==> config.mk <==
export PLATFORM = sky130hd
export DESIGN_NAME = shift_operand_stage
export DESIGN_NICKNAME = d
export VERILOG_FILES = /design/src/rtl/shift_operand_stage.sv
export SDC_FILE = /design/constraint.sdc
export NUM_CORES = 1
export LEC_CHECK = 0
export CORE_ASPECT_RATIO = 1.1
export CORE_MARGIN = 2
export CORE_UTILIZATION = 30
export DETAILED_ROUTE_END_ITERATION = 8
export PLACE_DENSITY = 0.72
export SLEW_MARGIN = 20
export SYNTH_ARGS = -nofsm -noshare
export SYNTH_HDL_FRONTEND = slang
export SYNTH_SLANG_ARGS = --single-unit
==> constraint.sdc <==
create_clock -name clk -period 1.8 [get_ports clk]
set_input_delay 0.36 -clock clk [delete_from_list [all_inputs] [get_ports clk]]
set_output_delay 0.36 -clock clk [all_outputs]
set_load 0.05 [all_outputs]
==> src/rtl/shift_operand_stage.sv <==
// ID/EX register feeding the 16-bit barrel shifter: captures decoded shift
// instructions, resolves EX/MEM and MEM/WB forwarding, and selects the amount.
module shift_operand_stage #(
  parameter int DATA_W = 16,
  parameter int REG_AW = 3
) (
  input  logic              clk,
  input  logic              rst_n,
  input  logic              stall,
  input  logic              flush,
  input  logic              inValid,
  input  logic [1:0]        inOp,
  input  logic [REG_AW-1:0] inRsAddr,
  input  logic [REG_AW-1:0] inRtAddr,
  input  logic [REG_AW-1:0] inRdAddr,
  input  logic [DATA_W-1:0] inRsData,
  input  logic [DATA_W-1:0] inRtData,
  input  logic [3:0]        inImm,
  input  logic              inUseImm,
  input  logic              exMemWrEn,
  input  logic [REG_AW-1:0] exMemRd,
  input  logic [DATA_W-1:0] exMemData,
  input  logic              memWbWrEn,
  input  logic [REG_AW-1:0] memWbRd,
  input  logic [DATA_W-1:0] memWbData,
  output logic              outValid,
  output logic [DATA_W-1:0] shData,
  output logic [3:0]        shAmount,
  output logic [1:0]        shOp,
  output logic [REG_AW-1:0] outRd,
  output logic [3:0]        fwdSel
);

  localparam logic [1:0] FWD_NONE  = 2'b00;
  localparam logic [1:0] FWD_MEMWB = 2'b01;
  localparam logic [1:0] FWD_EXMEM = 2'b10;

  logic              valid_q,   valid_d;
  logic [1:0]        op_q,      op_d;
  logic [REG_AW-1:0] rs_addr_q, rs_addr_d;
  logic [REG_AW-1:0] rt_addr_q, rt_addr_d;
  logic [REG_AW-1:0] rd_addr_q, rd_addr_d;
  logic [DATA_W-1:0] rs_data_q, rs_data_d;
  logic [DATA_W-1:0] rt_data_q, rt_data_d;
  logic [3:0]        imm_q,     imm_d;
  logic              use_imm_q, use_imm_d;

  // Flush outranks stall; non-valid fields are left loaded on flush.
  always_comb begin
    valid_d   = valid_q;
    op_d      = op_q;
    rs_addr_d = rs_addr_q;
    rt_addr_d = rt_addr_q;
    rd_addr_d = rd_addr_q;
    rs_data_d = rs_data_q;
    rt_data_d = rt_data_q;
    imm_d     = imm_q;
    use_imm_d = use_imm_q;
    if (flush) begin
      valid_d = 1'b0;
    end else if (!stall) begin
      valid_d   = inValid;
      op_d      = inOp;
      rs_addr_d = inRsAddr;
      rt_addr_d = inRtAddr;
      rd_addr_d = inRdAddr;
      rs_data_d = inRsData;
      rt_data_d = inRtData;
      imm_d     = inImm;
      use_imm_d = inUseImm;
    end
  end

  always_ff @(posedge clk or negedge rst_n) begin
    if (!rst_n) begin
      valid_q   <= 1'b0;
      op_q      <= '0;
      rs_addr_q <= '0;
      rt_addr_q <= '0;
      rd_addr_q <= '0;
      rs_data_q <= '0;
      rt_data_q <= '0;
      imm_q     <= '0;
      use_imm_q <= 1'b0;
    end else begin
      valid_q   <= valid_d;
      op_q      <= op_d;
      rs_addr_q <= rs_addr_d;
      rt_addr_q <= rt_addr_d;
      rd_addr_q <= rd_addr_d;
      rs_data_q <= rs_data_d;
      rt_data_q <= rt_data_d;
      imm_q     <= imm_d;
      use_imm_q <= use_imm_d;
    end
  end

  logic [DATA_W-1:0] rs_fwd, rt_fwd;
  logic [1:0]        rs_sel, rt_sel;

  // Forwarding uses the registered addresses, so a stalled instruction keeps
  // picking up producers as they arrive in EX/MEM or MEM/WB.
  always_comb begin
    rs_fwd = rs_data_q;
    rs_sel = FWD_NONE;
    if (exMemWrEn && (exMemRd == rs_addr_q)) begin
      rs_fwd = exMemData;
      rs_sel = FWD_EXMEM;
    end else if (memWbWrEn && (memWbRd == rs_addr_q)) begin
      rs_fwd = memWbData;
      rs_sel = FWD_MEMWB;
    end
  end

  always_comb begin
    rt_fwd = rt_data_q;
    rt_sel = FWD_NONE;
    if (exMemWrEn && (exMemRd == rt_addr_q)) begin
      rt_fwd = exMemData;
      rt_sel = FWD_EXMEM;
    end else if (memWbWrEn && (memWbRd == rt_addr_q)) begin
      rt_fwd = memWbData;
      rt_sel = FWD_MEMWB;
    end
  end

  // Only the low nibble of Rt is a shift amount.
  logic unused_rt_hi;
  assign unused_rt_hi = ^rt_fwd[DATA_W-1:4];

  always_comb begin
    outValid = valid_q;
    shData   = '0;
    shAmount = '0;
    shOp     = '0;
    outRd    = '0;
    fwdSel   = '0;
    if (valid_q) begin
      shData   = rs_fwd;
      shAmount = use_imm_q ? imm_q : rt_fwd[3:0];
      shOp     = op_q;
      outRd    = rd_addr_q;
      fwdSel   = {rs_sel, (use_imm_q ? FWD_NONE : rt_sel)};
    end
  end

endmodule

==> metrics.yaml, run 1 <==
drv_slew: 0
rows: 31
gp_congestion: 0.8603
most-common-layout-cells: "73 x clkdlybuf4s50_1, 36 x mux2_2, 35 x dfrtp_1"
cts_buffers: 5
cts_max_path_buffers: 2
reg2reg_depth: 3
drt-pass1-iter-count: 4
rsz0062_at_grt: "true"
portBuffers: 110
hold_path_class: "in2async"
violations: "setup timing"
relSlewSlack_pct: 69.94
htree_levels: 2
pre_cts_ws_ns: -0.5205
die_w_um: 83.17
critPathTopFamily: "buffers and inverters"
fin_worst_skew_ns: 0
power_mw: 2.815
finalCriticalPeriod_ns: 2.232
critPathArrivalTime_ns: 1.87
crit_top_cell: "buf_12"
critPathBufInv: 4
drtAntennaViolNets: 0
viasPerCell: 4.964
clk_pin_slew_ns: 0.07
fin_nets: 395
boundaryPins: 123
cp.required_ns: 1.44
wirelength_um: 6680
min_period_over_period_pct: 124.0
yosys.area.top_type: "dfrtp_1"
final_common_cell: "clkdlybuf4s50_1"
yosys_warnings: 0
setup_viol: 24
power_density_mw_per_mm2: 632.0
avgSynthCellArea_sq_um: 12.77
antennaDiodeCount: 0
syn_inst: 162
leakagePower_nw: 1.754
synthTopCellsByArea: "dfrtp_1 45%, mux2_2 20%, mux2i_1 10%"
dr.first_iter.drc_count: 44
dp_cells: 367
vias: 1906
clock-root-buffer: "clkbuf_8"
fmax_mhz: 448.0
syn_area_sq_mm: 0.002068
core_sq_mm: 0.006633
place.detailed.hpwl_um: 5104
cts_tree: "done"
slowest_stage: "clkdlybuf4s50_1"
synth_top_area_share_pct: 44.77
vdd_drop_max_uv: 484.0
cp-start-kind: "primary input"
cts.sinks: 37
cap_violations: 0
drive_above_1_share_pct: 50.99
track_usage_pct: 18.23
wl_per_cell_um: 17.40
worstSetupPathType: "in2out"
drcViolationCount: 0
place_area_sq_mm: 0.003879
dieArea_sq_mm: 0.007575
grt_pass1_vias: 2100
cp_num_cells: 7
fin_cells: 384
antenna_found_initial: 0
synth.distinct_cells: 22
grt_start_max_net_pins: 21
initial_core_util_pct: 31.18
cp-end-kind: "primary output"
tightest_slew_ns: 0.4509
status: "complete, but fails checks"
clock_latency_ns: 0.28
max_stage_delay_ns: 0.51
ys_seq_area_share_pct: 44.77
timing.critical_path.fanout_max: 9
syn_nets: 255
synthToLayoutAreaGrowth_pct: 115.4
overflow: 0
path_cells: "clkdlybuf4s50_1 -> nand4_1 -> buf_12 -> buf_12 -> mux2i_1 -> o2bb2ai_4 -> buf_6"
design_area_sq_mm: 0.004454
setup_ws_ns: -0.4321
die_h_um: 91.09
grt_pass1_wl_um: 11010
ys_seq_elements: 37
finalHoldViolations: 0
-- final cells by class --
| cell class | count | area (sq um) |
|---|---|---|
| Clock buffer | 7 | 86.33 |
| Fill cell | 488 | 2178 |
| Inverter | 1 | 3.754 |
| Multi-Input combinational cell | 114 | 1574 |
| Sequential cell | 37 | 928.4 |
| Tap cell | 82 | 102.6 |
| Timing Repair Buffer | 143 | 1759 |
-- where the power goes --
group | internal (mW) | leakage [nW] | switching [mW]
combinational | 0.668 | 1.28 | 0.513
sequential | 0.954 | 0.433 | 0.0987
clock | 0.304 | 0.0443 | 0.278
total | 1.93 | 1.75 | 0.890
-- final timing paths --
| check | startpoint | slack (ns) | to |
|---|---|---|---|
| max | memWbWrEn | -0.43 | shData[8] |
| min | rst_n | 0.01 | rs_data_q[11] |
| max reg2reg | rt_addr_q[0] | 0.77 | rt_addr_q[0] |
| min reg2reg | op_q[0] | 0.50 | op_q[0] |
| max in group asynchronous | rst_n | 1.31 | outValid |
| min in group clk | op_q[0] | 0.50 | op_q[0] |
-- metal layers --
layer  routed length [um]  global-route usage [%]
met5                    0                       0
met4                   20                   2.459
met3                  532                   6.182
met2                 3492                   33.27
met1                 2635                   21.10
-- repair_timing --
item | CTS | global route
endpoints found under the setup margin | 24 | 24
resized for setup | 62 | 9
pin swaps | 13 | 8
buffers inserted | 7 | 2
hold buffers | 0 | 0
cloned | 2 | 0
-- cell usage after synthesis (all sizes together) --
master   number
and2          5
o221ai        4
buf           8
nand3         4
nor3          1
inv           1
mux2i        21
clkbuf        2
dfrtp        37
nand4         4
nor2          5
nand2         1
nand3b        5
o2bb2ai      16
xnor2        12
mux2         36
-- worst reg2reg max path, cell delays in order, from the launching register on --
cell and delay (ns):
dfrtp_1 0.42, buf_6 0.14, buf_4 0.12, mux2_2 0.24
-- state kept, by name (all words and copies together) (netlist names), 2 cells and up --
| register | count |
|---|---|
| imm_q | 4 |
| op_q | 2 |
| rd_addr_q | 3 |
| rs_addr_q | 3 |
| rs_data_q | 16 |
| rt_addr_q | 3 |
| rt_data_q | 4 |
-- metrics by stage --
step                      utilization, %  hold slack [ns]  TNS [ns]
final                              67.16          0.01354    -8.770
after global routing               67.16          0.04215    -10.90
after CTS                          66.38          0.02186    -9.194
after detailed placement           58.48           0.3332    -11.32
after global placement             58.48           0.3275    -10.34
after floorplan                        -          0.06441    -1.128
-- kinds of logic after synthesis --
kind of cell / count (synthesis) / synth area share (%)
simple gates: 25 / 7.744
flops: 37 / 44.77
xor+xnor: 12 / 5.082
mux: 57 / 29.76
compound gates: 20 / 8.469
buf+inv: 11 / 4.174
(Power assumes the default switching activity.)
==> run 2, diff against run 1 <==
--- a/config.mk
+++ b/config.mk
@@ -9,6 +9,7 @@
 export CORE_MARGIN = 2
 export CORE_UTILIZATION = 30
 export DETAILED_ROUTE_END_ITERATION = 8
+export HOLD_SLACK_MARGIN = 0.05
 export PLACE_DENSITY = 0.72
 export SLEW_MARGIN = 20
 export SYNTH_ARGS = -nofsm -noshare
==> run 2 against run 1 <==
The flow still finishes with violations (setup timing). First-iteration DRC count shrank 4.5%. Critical path depth is the same. Clock skew is the same. Clock power is essentially flat. Combinational power is essentially flat. Final area grew 0.22%. Highest routed layer unchanged. Register-to-register slack is essentially flat. Critical path type unchanged. Critical endpoint unchanged. Power is essentially flat. Sequential share of layout area is essentially flat. Core utilization grew 0.15 points.
==> metrics.yaml, run 2 (synthesis gave the netlist of run 1 again) <==
wl_met1_um: 2672  # +1.4%
max_stage_delay_ns: 0.51  # about the same
dr_wl_met2_um: 3483  # -0.26%
critPathBufInv: 4  # unchanged
fmax_mhz: 448.9  # +0.20%
cp-start-kind: "primary input"
cp-end-kind: "primary output"
power_density_mw_per_mm2: 631.2  # -0.14%
highest_layer: "met4"
path_cells: "clkdlybuf4s50_1 -> nand4_1 -> buf_12 -> buf_12 -> mux2i_1 -> o2bb2ai_4 -> buf_6"
violations: "setup timing"
slowest_stage: "clkdlybuf4s50_1"
drt-pass1-iter-count: 4  # unchanged
dr.first_iter.drc_count: 42  # -4.5%
cts.sinks: 37  # unchanged
drive_above_1_share_pct: 50.83  # -0.17 points
drtAntennaViolNets: 0  # unchanged
setup_viol: 24  # unchanged
wirelength_um: 6719  # +0.58%
dp_cells: 367  # unchanged
gp_congestion: 0.8603  # unchanged
reg.largest.list: "rs_data_q: 16 flops, imm_q: 4 flops, rt_data_q: 4 flops"
leakagePower_nw: 1.758  # +0.24%
fin_hold_ws_ns: 0.5009  # +0.4874 ns
cts_buffers: 5  # unchanged
htree_levels: 2  # unchanged
final_common_cell: "clkdlybuf4s50_1"
cts_tree: "done"
drcViolationCount: 0  # unchanged
boundaryPins: 123  # unchanged
synthToLayoutAreaGrowth_pct: 115.8
top_register: "rs_data_q"
relSlewSlack_pct: 69.80  # -0.13 points
clk_pin_slew_ns: 0.07  # about the same
vdd_drop_max_uv: 484.1  # about the same
wl_per_cell_um: 17.45  # +0.32%
cp.required_ns: 1.44  # about the same
status: "complete, but fails checks"
viasPerCell: 4.966  # about the same
crit_top_cell: "buf_12"
drv_slew: 0  # unchanged
die_h_um: 91.09  # unchanged
rsz0062_at_grt: "true"
critPathTopFamily: "buffers and inverters"
overflow: 0  # unchanged
cap_violations: 0  # unchanged
hold_path_class: "reg2reg"
clock-root-buffer: "clkbuf_8"
finalHoldViolations: 0  # unchanged
antenna_found_initial: 0  # unchanged
clock_latency_ns: 0.28  # about the same
timing.critical_path.fanout_max: 9  # unchanged
grt_start_max_net_pins: 21  # unchanged
grt_pass1_wl_um: 11050  # +0.31%
grt_pass1_vias: 2108  # +0.38%
final_util_pct: 67.31  # +0.15 points
core_sq_mm: 0.006633  # unchanged
vias: 1912  # +0.31%
largest_reg_flops: 16  # unchanged
fin_cells: 385  # +0.26%
finalCriticalPeriod_ns: 2.228  # -0.004529 ns
dieArea_sq_mm: 0.007575  # unchanged
critPathArrivalTime_ns: 1.87  # about the same
min_period_over_period_pct: 123.8  # -0.25 points
fin_nets: 396  # +0.25%
die_w_um: 83.17  # unchanged
cts_max_path_buffers: 2  # unchanged
antennaDiodeCount: 0  # unchanged
track_usage_pct: 18.30  # +0.077 points
fin_worst_skew_ns: 0  # unchanged
most-common-layout-cells: "73 x clkdlybuf4s50_1, 36 x mux2_2, 35 x dfrtp_1"
wl_met3_um: 513  # -3.6%
place.detailed.hpwl_um: 5104  # unchanged
tightest_slew_ns: 0.4529  # +0.002010 ns
portBuffers: 110  # unchanged
initial_core_util_pct: 31.18  # unchanged
rows: 31  # unchanged
setup_ws_ns: -0.4275  # +0.004529 ns
worstSetupPathType: "in2out"
-- run 2: final timing paths --
| path | start | endpoint | slack, ns | cells after the start |
|---|---|---|---|---|
| max in group asynchronous | rst_n | outValid | 0.76 | 3 |
| max reg2reg | rt_addr_q[0] | rt_addr_q[0] | 0.77 | 3 |
| min in group asynchronous | rst_n | rs_data_q[11] | 0.56 | 2 |
| min | op_q[0] | op_q[0] | 0.50 | 1 |
| min reg2reg | op_q[0] | op_q[0] | 0.50 | 1 |
| max | memWbWrEn | shData[8] | -0.43 | 7 |
-- run 2: where the power goes --
| part | switching, mW | total [mW] | internal, mW |
|---|---|---|---|
| combinational | 0.513 | 1.18 | 0.669 |
| clock | 0.278 | 0.582 | 0.304 |
| sequential | 0.0993 | 1.05 | 0.954 |
| total | 0.891 | 2.82 | 1.93 |
-- run 2: area by class of cell --
| cell class | instances | area [sq um] |
|---|---|---|
| Fill cell | 488 | 2168 |
| Inverter | 1 | 3.754 |
| Clock buffer | 7 | 86.33 |
| Multi-Input combinational cell | 114 | 1574 |
| Sequential cell | 37 | 928.4 |
| Tap cell | 82 | 102.6 |
| Timing Repair Buffer | 144 | 1769 |
-- run 2: worst register-to-register path, cell delays in order, from the launching register on --
cell and delay [ns]:
dfrtp_1 0.42, buf_6 0.14, buf_4 0.12, mux2_2 0.24
-- run 2: repair_timing --
action | CTS | global route
hold buffers | 1 | 0
cloned | 2 | 0
setup buffers | 7 | 2
gates resized for setup | 62 | 9
pin swaps | 13 | 8
endpoints found under the setup margin | 24 | 24
endpoints found under the hold margin | 17 | 0
-- run 2: metal layers --
layer | global-route usage [%] | up-vias
li1 | - | 889
met1 | 21.16 | 938
met2 | 33.20 | 79
met3 | 6.091 | 6
met4 | 3.142 | 0
met5 | 0 | -
-- run 2: metrics by stage --
stage | worst slack [ns] | TNS [ns] | area (sq um) | total power, mW
2_1_floorplan | -0.1913 | -1.128 | 2340 | 1.567
3_3_place_gp | -0.4658 | -10.34 | 3879 | 2.030
4_1_cts | -0.4449 | -9.194 | 4413 | 2.813
5_1_grt | -0.5190 | -10.90 | 4464 | 2.957
6_report | -0.4275 | -8.759 | 4464 | 2.818
3_5_place_dp | -0.5205 | -11.32 | 3879 | 2.055
